## src/rtl/regfile_rename.sv

```systemverilog
// Architectural register file with per-register rename tags, commit bypass and flush.
// Reads are combinational (0 cycles); updates land on clk_in; rdy_in low stalls all state.
module regfile_rename #(
  parameter int XLEN  = 32,
  parameter int NREG  = 32,
  parameter int TAG_W = 4,
  parameter int NCMT  = 2
) (
  input  logic                          clk_in,
  input  logic                          rst_in,
  input  logic                          rdy_in,
  input  logic                          issue_valid,
  input  logic [$clog2(NREG)-1:0]       rs1,
  input  logic [$clog2(NREG)-1:0]       rs2,
  input  logic [$clog2(NREG)-1:0]       rd,
  input  logic [TAG_W-1:0]              rd_tag,
  input  logic [NCMT-1:0]               cmt_valid,
  input  logic [NCMT*$clog2(NREG)-1:0]  cmt_rd,
  input  logic [NCMT*TAG_W-1:0]         cmt_tag,
  input  logic [NCMT*XLEN-1:0]          cmt_val,
  input  logic                          flush,
  output logic [XLEN-1:0]               vj,
  output logic [XLEN-1:0]               vk,
  output logic [TAG_W-1:0]              qj,
  output logic [TAG_W-1:0]              qk,
  output logic [$clog2(NREG):0]         busy_cnt
);
  localparam int AW = $clog2(NREG);

  logic [XLEN-1:0]  val_q [NREG];
  logic [TAG_W-1:0] tag_q [NREG];
  logic [XLEN-1:0]  val_d [NREG];
  logic [TAG_W-1:0] tag_d [NREG];
  logic             cmt_clr;

  // Two identical read ports; the highest matching commit channel forwards its value.
  for (genvar s = 0; s < 2; s++) begin : g_rd
    logic [AW-1:0]    idx;
    logic [TAG_W-1:0] cur_tag;
    logic             byp_hit;
    logic [XLEN-1:0]  byp_val;
    logic [XLEN-1:0]  v;
    logic [TAG_W-1:0] q;

    assign idx     = (s == 0) ? rs1 : rs2;
    assign cur_tag = tag_q[idx];

    always_comb begin
      byp_hit = 1'b0;
      byp_val = '0;
      for (int k = 0; k < NCMT; k++) begin
        if (rdy_in && cmt_valid[k] && (cur_tag != '0) &&
            (cmt_tag[k*TAG_W +: TAG_W] == cur_tag)) begin
          byp_hit = 1'b1;
          byp_val = cmt_val[k*XLEN +: XLEN];
        end
      end
    end

    always_comb begin
      v = '0;
      q = '0;
      if (issue_valid && (idx != '0)) begin
        if (flush) begin
          v = byp_hit ? byp_val : val_q[idx];
        end else if (byp_hit) begin
          v = byp_val;
        end else if (cur_tag == '0) begin
          v = val_q[idx];
        end else begin
          q = cur_tag;
        end
      end
    end
  end

  assign vj = g_rd[0].v;
  assign qj = g_rd[0].q;
  assign vk = g_rd[1].v;
  assign qk = g_rd[1].q;

  // Per entry: last commit channel targeting it decides both value and tag clear.
  always_comb begin
    val_d   = val_q;
    tag_d   = tag_q;
    cmt_clr = 1'b0;
    if (rdy_in) begin
      for (int i = 1; i < NREG; i++) begin
        cmt_clr = 1'b0;
        for (int k = 0; k < NCMT; k++) begin
          if (cmt_valid[k] && (cmt_rd[k*AW +: AW] == AW'(i))) begin
            val_d[i] = cmt_val[k*XLEN +: XLEN];
            cmt_clr  = (cmt_tag[k*TAG_W +: TAG_W] != '0) &&
                       (cmt_tag[k*TAG_W +: TAG_W] == tag_q[i]);
          end
        end
        if (flush) begin
          tag_d[i] = '0;
        end else if (issue_valid && (rd == AW'(i))) begin
          tag_d[i] = rd_tag;
        end else if (cmt_clr) begin
          tag_d[i] = '0;
        end
      end
    end
  end

  always_ff @(posedge clk_in or posedge rst_in) begin
    if (rst_in) begin
      for (int i = 0; i < NREG; i++) begin
        val_q[i] <= '0;
        tag_q[i] <= '0;
      end
    end else begin
      val_q <= val_d;
      tag_q <= tag_d;
    end
  end

  always_comb begin
    busy_cnt = '0;
    for (int i = 1; i < NREG; i++) begin
      if (tag_q[i] != '0) busy_cnt = busy_cnt + (AW+1)'(1);
    end
  end

endmodule

```

## config.mk

```make
export PLATFORM = sky130hd
export DESIGN_NAME = regfile_rename
export DESIGN_NICKNAME = d
export VERILOG_FILES = /design/src/rtl/regfile_rename.sv
export SDC_FILE = /design/constraint.sdc
export NUM_CORES = 2
export LEC_CHECK = 0
export CORE_ASPECT_RATIO = 1.2
export CORE_MARGIN = 8
export CORE_UTILIZATION = 45
export CTS_CLUSTER_DIAMETER = 200
export DETAILED_ROUTE_END_ITERATION = 6
export HOLD_SLACK_MARGIN = 0.08
export PLACE_DENSITY = 0.71
export SLEW_MARGIN = 20
export SYNTH_ARGS = -nofsm -noshare
export SYNTH_HDL_FRONTEND = slang
export SYNTH_SLANG_ARGS = --single-unit
```

## constraint.sdc

```tcl
create_clock -name clk_in -period 81 [get_ports clk_in]
set_input_delay 12.15 -clock clk_in [delete_from_list [all_inputs] [get_ports clk_in]]
set_output_delay 12.15 -clock clk_in [all_outputs]
set_load 0.01 [all_outputs]
```

==> impl_metrics.tcl <==
set metrics [dict create \
    root_buffer "clkbuf_16" \
    dp.cells 9556 \
    busiest_layer "met2" \
    period_minus_slack_ps 31540 \
    dr_total_vias 67500 \
    switchingPower_mw 0.563 \
    hp-class "flop to flop" \
    insertion_delay_ps 780 \
    p_sw_share_pct 31.3 \
    setup_viol 0 \
    power.total_mw 1.80 \
    fin_nets 7513 \
    cp_common_cell "ha_1" \
    ys_seq_area_share_pct 35.2 \
    hold_violations 0 \
    synth.top_cell.area_share_pct 35.2 \
    fp.dieH_um 476 \
    post_cts_buffers 0 \
    fmax_ghz 0.0317 \
    synth_top_cell_by_area "dfrtp_1" \
    pwr_density_cell_nw_per_um2 20.8 \
    layout_common_cells "nand2_1 (1325), o21ai_0 (1117), dfrtp_1 (1116)" \
    clk_pin_slew_ps 60 \
    grt_pass1_wl_um 445000 \
    synth_edf_count 0 \
    die_area_sq_um 190000 \
    place.gp.congestion 0.962 \
    stdcell_count 9796 \
    syn_area_per_cell_sq_um 10.1 \
    fin_crit_sh_pct 38.9 \
    initial_core_util_pct 45.1 \
    ctsResizeCount 0 \
    ir_drop_mv 0.0215 \
    cts_sinks 1116 \
    worstPathArrival_ps 19390 \
    rsz0062_at_grt "no" \
    cp-end-kind "primary output" \
    critical_path.top_delay_family "adder cells" \
    fin_skew_ps 11.3 \
    area_growth_pct 9.18 \
    path_max_fanout 9 \
    worst_pin_slew_ps 1270 \
    worstPathRequired_ps 68850 \
    drt-total-wl_um 303000 \
    ys_warn_count 0 \
    slew_headroom_pct 15.4 \
    async_flop_share_pct 100 \
    grt_max_degree 188 \
    core_region_area_sq_um 176000 \
    cp_slowest_cell "nor4_2" \
    setup_tns_ps 0 \
    layout_commonest_cell "nand2_1" \
    intPower_mw 1.24 \
    drt_iter0_markers 9560 \
    firstDrtPassIters 7 \
    violations "DRC" \
    startpoint_type "flop" \
    slowest_delay_ps 730 \
    clockBufferDepth 3 \
    yosys-top-cells-area "dfrtp_1 (35%), mux4_2 (17%), mux2i_1 (14%)" \
    ctsHoldBuffers 0 \
    grt_pass1_vias 67600 \
    crit_type "flop to primary output" \
    netlist_area_sq_um 79300 \
    viasPerCell 6.89 \
    detail_route.wl_per_cell_um 30.9 \
    cts_tree "done" \
    drive_gt1_share_pct 17.1 \
    p_leak_nw 38.7 \
    grt_usage_pct 31.0 \
    grtUsageMet3_pct 9.63 \
    use_met1_pct 38.8 \
    antenna_found_initial 10 \
    pwr-share-clk_pct 33.7 \
    ys_seq_elements 1116 \
    port-buffer-count 185 \
    ant_nets 0 \
    slew_violations 0 \
    yosysUniqueCellTypes 96 \
    fillerInstances 15600 \
    power_frac_comb_pct 24.8 \
    synth_ff_type "dfrtp_1" \
    row_count 169 \
    cts_made_buffers 120 \
    dp.final_hpwl_um 169000 \
    drv_cap 0 \
    synthesis.instances 7870 \
    status "complete, but fails checks" \
    io_pins 186 \
    dieWidth_um 399 \
    grt-ovfl-total 0 \
    syn_nets 8008 \
    pwr-share-seq_pct 41.5 \
    htreeDepth 3 \
    met2_usage_pct 46.9 \
    drcViolationCount 7 \
    path_buf_inv 4 \
]
power by group through the flow:
stage | registers, mW | clock network (mW) | logic (mW)
floorplan | 0.727 | 0 | 0.335
global placement | 0.742 | 0 | 0.425
detailed placement | 0.752 | 0 | 0.440
CTS | 0.743 | 0.607 | 0.442
global route | 0.759 | 0.628 | 0.485
finish | 0.748 | 0.606 | 0.448
state kept, by name, summed over array words and instances, names as in the netlist:
signal  count
tag_q     124
val_q     992
logic make-up after synthesis:
logic type	synth area share [%]
DFF	35.2
xor gates and xnor gates	5.14
muxes	32.5
buffers and inverters	4.68
and+or+nand+nor	10.8
AOI/OAI and AO/OA	11.2
adders and majority gates	0.486
metrics by stage:
| step | area (sq um) | hold WS, ps | util, % | worst slack [ps] |
|---|---|---|---|---|
| 6_report | 86600 | 498 | 49.2 | 49460 |
| 5_1_grt | 86600 | 518 | 49.2 | 48040 |
| 4_1_cts | 86500 | 499 | 49.2 | 49750 |
| 3_5_place_dp | 82200 | 485 | 46.7 | 50130 |
| 3_3_place_gp | 82200 | 473 | 46.7 | 50170 |
| 2_1_floorplan | 79300 | 460 | - | 37430 |
worst paths after layout:
check	start	to	slack [ps]	cells past startpoint
min in group asynchronous	rst_in	val_q[579]	11980	2
worst max-delay path	tag_q[116]	busy_cnt[5]	49460	90
max in group asynchronous	rst_in	val_q[367]	65020	6
worst max register to register	tag_q[109]	tag_q[108]	78970	6
worst min-delay path	val_q[13]	val_q[13]	500	2
worst min register to register	val_q[13]	val_q[13]	500	2
per-layer routing:
layer | wire length, um | part of all wire, %
met3 | 38600 | 13
met4 | 21800 | 7.2
met2 | 134000 | 44
met5 | 191 | 0.063
met1 | 109000 | 36
layout make-up:
| cell class | count | area [sq um] | area share, % |
|---|---|---|---|
| Multi-Input combinational cell | 5773 | 48300 | 55.8 |
| Sequential cell | 1116 | 27900 | 32.2 |
| Clock buffer | 176 | 3600 | 4.15 |
| Timing Repair Buffer | 340 | 3060 | 3.53 |
| Tap cell | 2308 | 2890 | 3.33 |
| Clock inverter | 51 | 701 | 0.809 |
| Inverter | 24 | 97.6 | 0.113 |
| Antenna cell | 8 | 20.0 | 0.0231 |
worst register-to-register path, stage by stage, from the launching register on:
cell and delay [ps]:
dfrtp_1 490, xnor2_1 190, nand3_1 110, nor3_1 50, o41ai_1 890, nand2_1 120
nand2_1 100
synth_stat cells, types with 6 or more instances:
| cell type | count |
|---|---|
| o41ai_1 | 21 |
| nor4_2 | 7 |
| and2_1 | 8 |
| nor3b_1 | 9 |
| o31ai_1 | 69 |
| clkbuf_1 | 771 |
| nor4b_1 | 6 |
| a22o_1 | 66 |
| nand2b_1 | 20 |
| xor2_1 | 135 |
| a22oi_1 | 12 |
| o22ai_1 | 11 |
| nand4_1 | 49 |
| a31oi_1 | 9 |
| nor4_1 | 56 |
| ha_1 | 30 |
| nor3_1 | 55 |
| nand2_1 | 1363 |
| a222oi_1 | 30 |
| mux2_2 | 104 |
| nor2_1 | 189 |
| buf_1 | 172 |
| a21oi_1 | 50 |
| mux4_2 | 616 |
| and3_1 | 8 |
| or3_1 | 11 |
| o21ai_0 | 1117 |
| or4_1 | 32 |
| a2111oi_0 | 10 |
| xnor3_2 | 6 |
| xnor2_2 | 12 |
| xnor2_1 | 238 |
| nor2b_1 | 22 |
| inv_1 | 22 |
| xor2_2 | 8 |
| a211oi_1 | 36 |
| o211ai_1 | 14 |
| nand3_1 | 134 |
| a221oi_1 | 21 |
| mux2i_1 | 1075 |
| buf_2 | 11 |
| dfrtp_1 | 1116 |
| or2_2 | 9 |
| o21ai_1 | 30 |
Power figures use the tool's default switching activity.
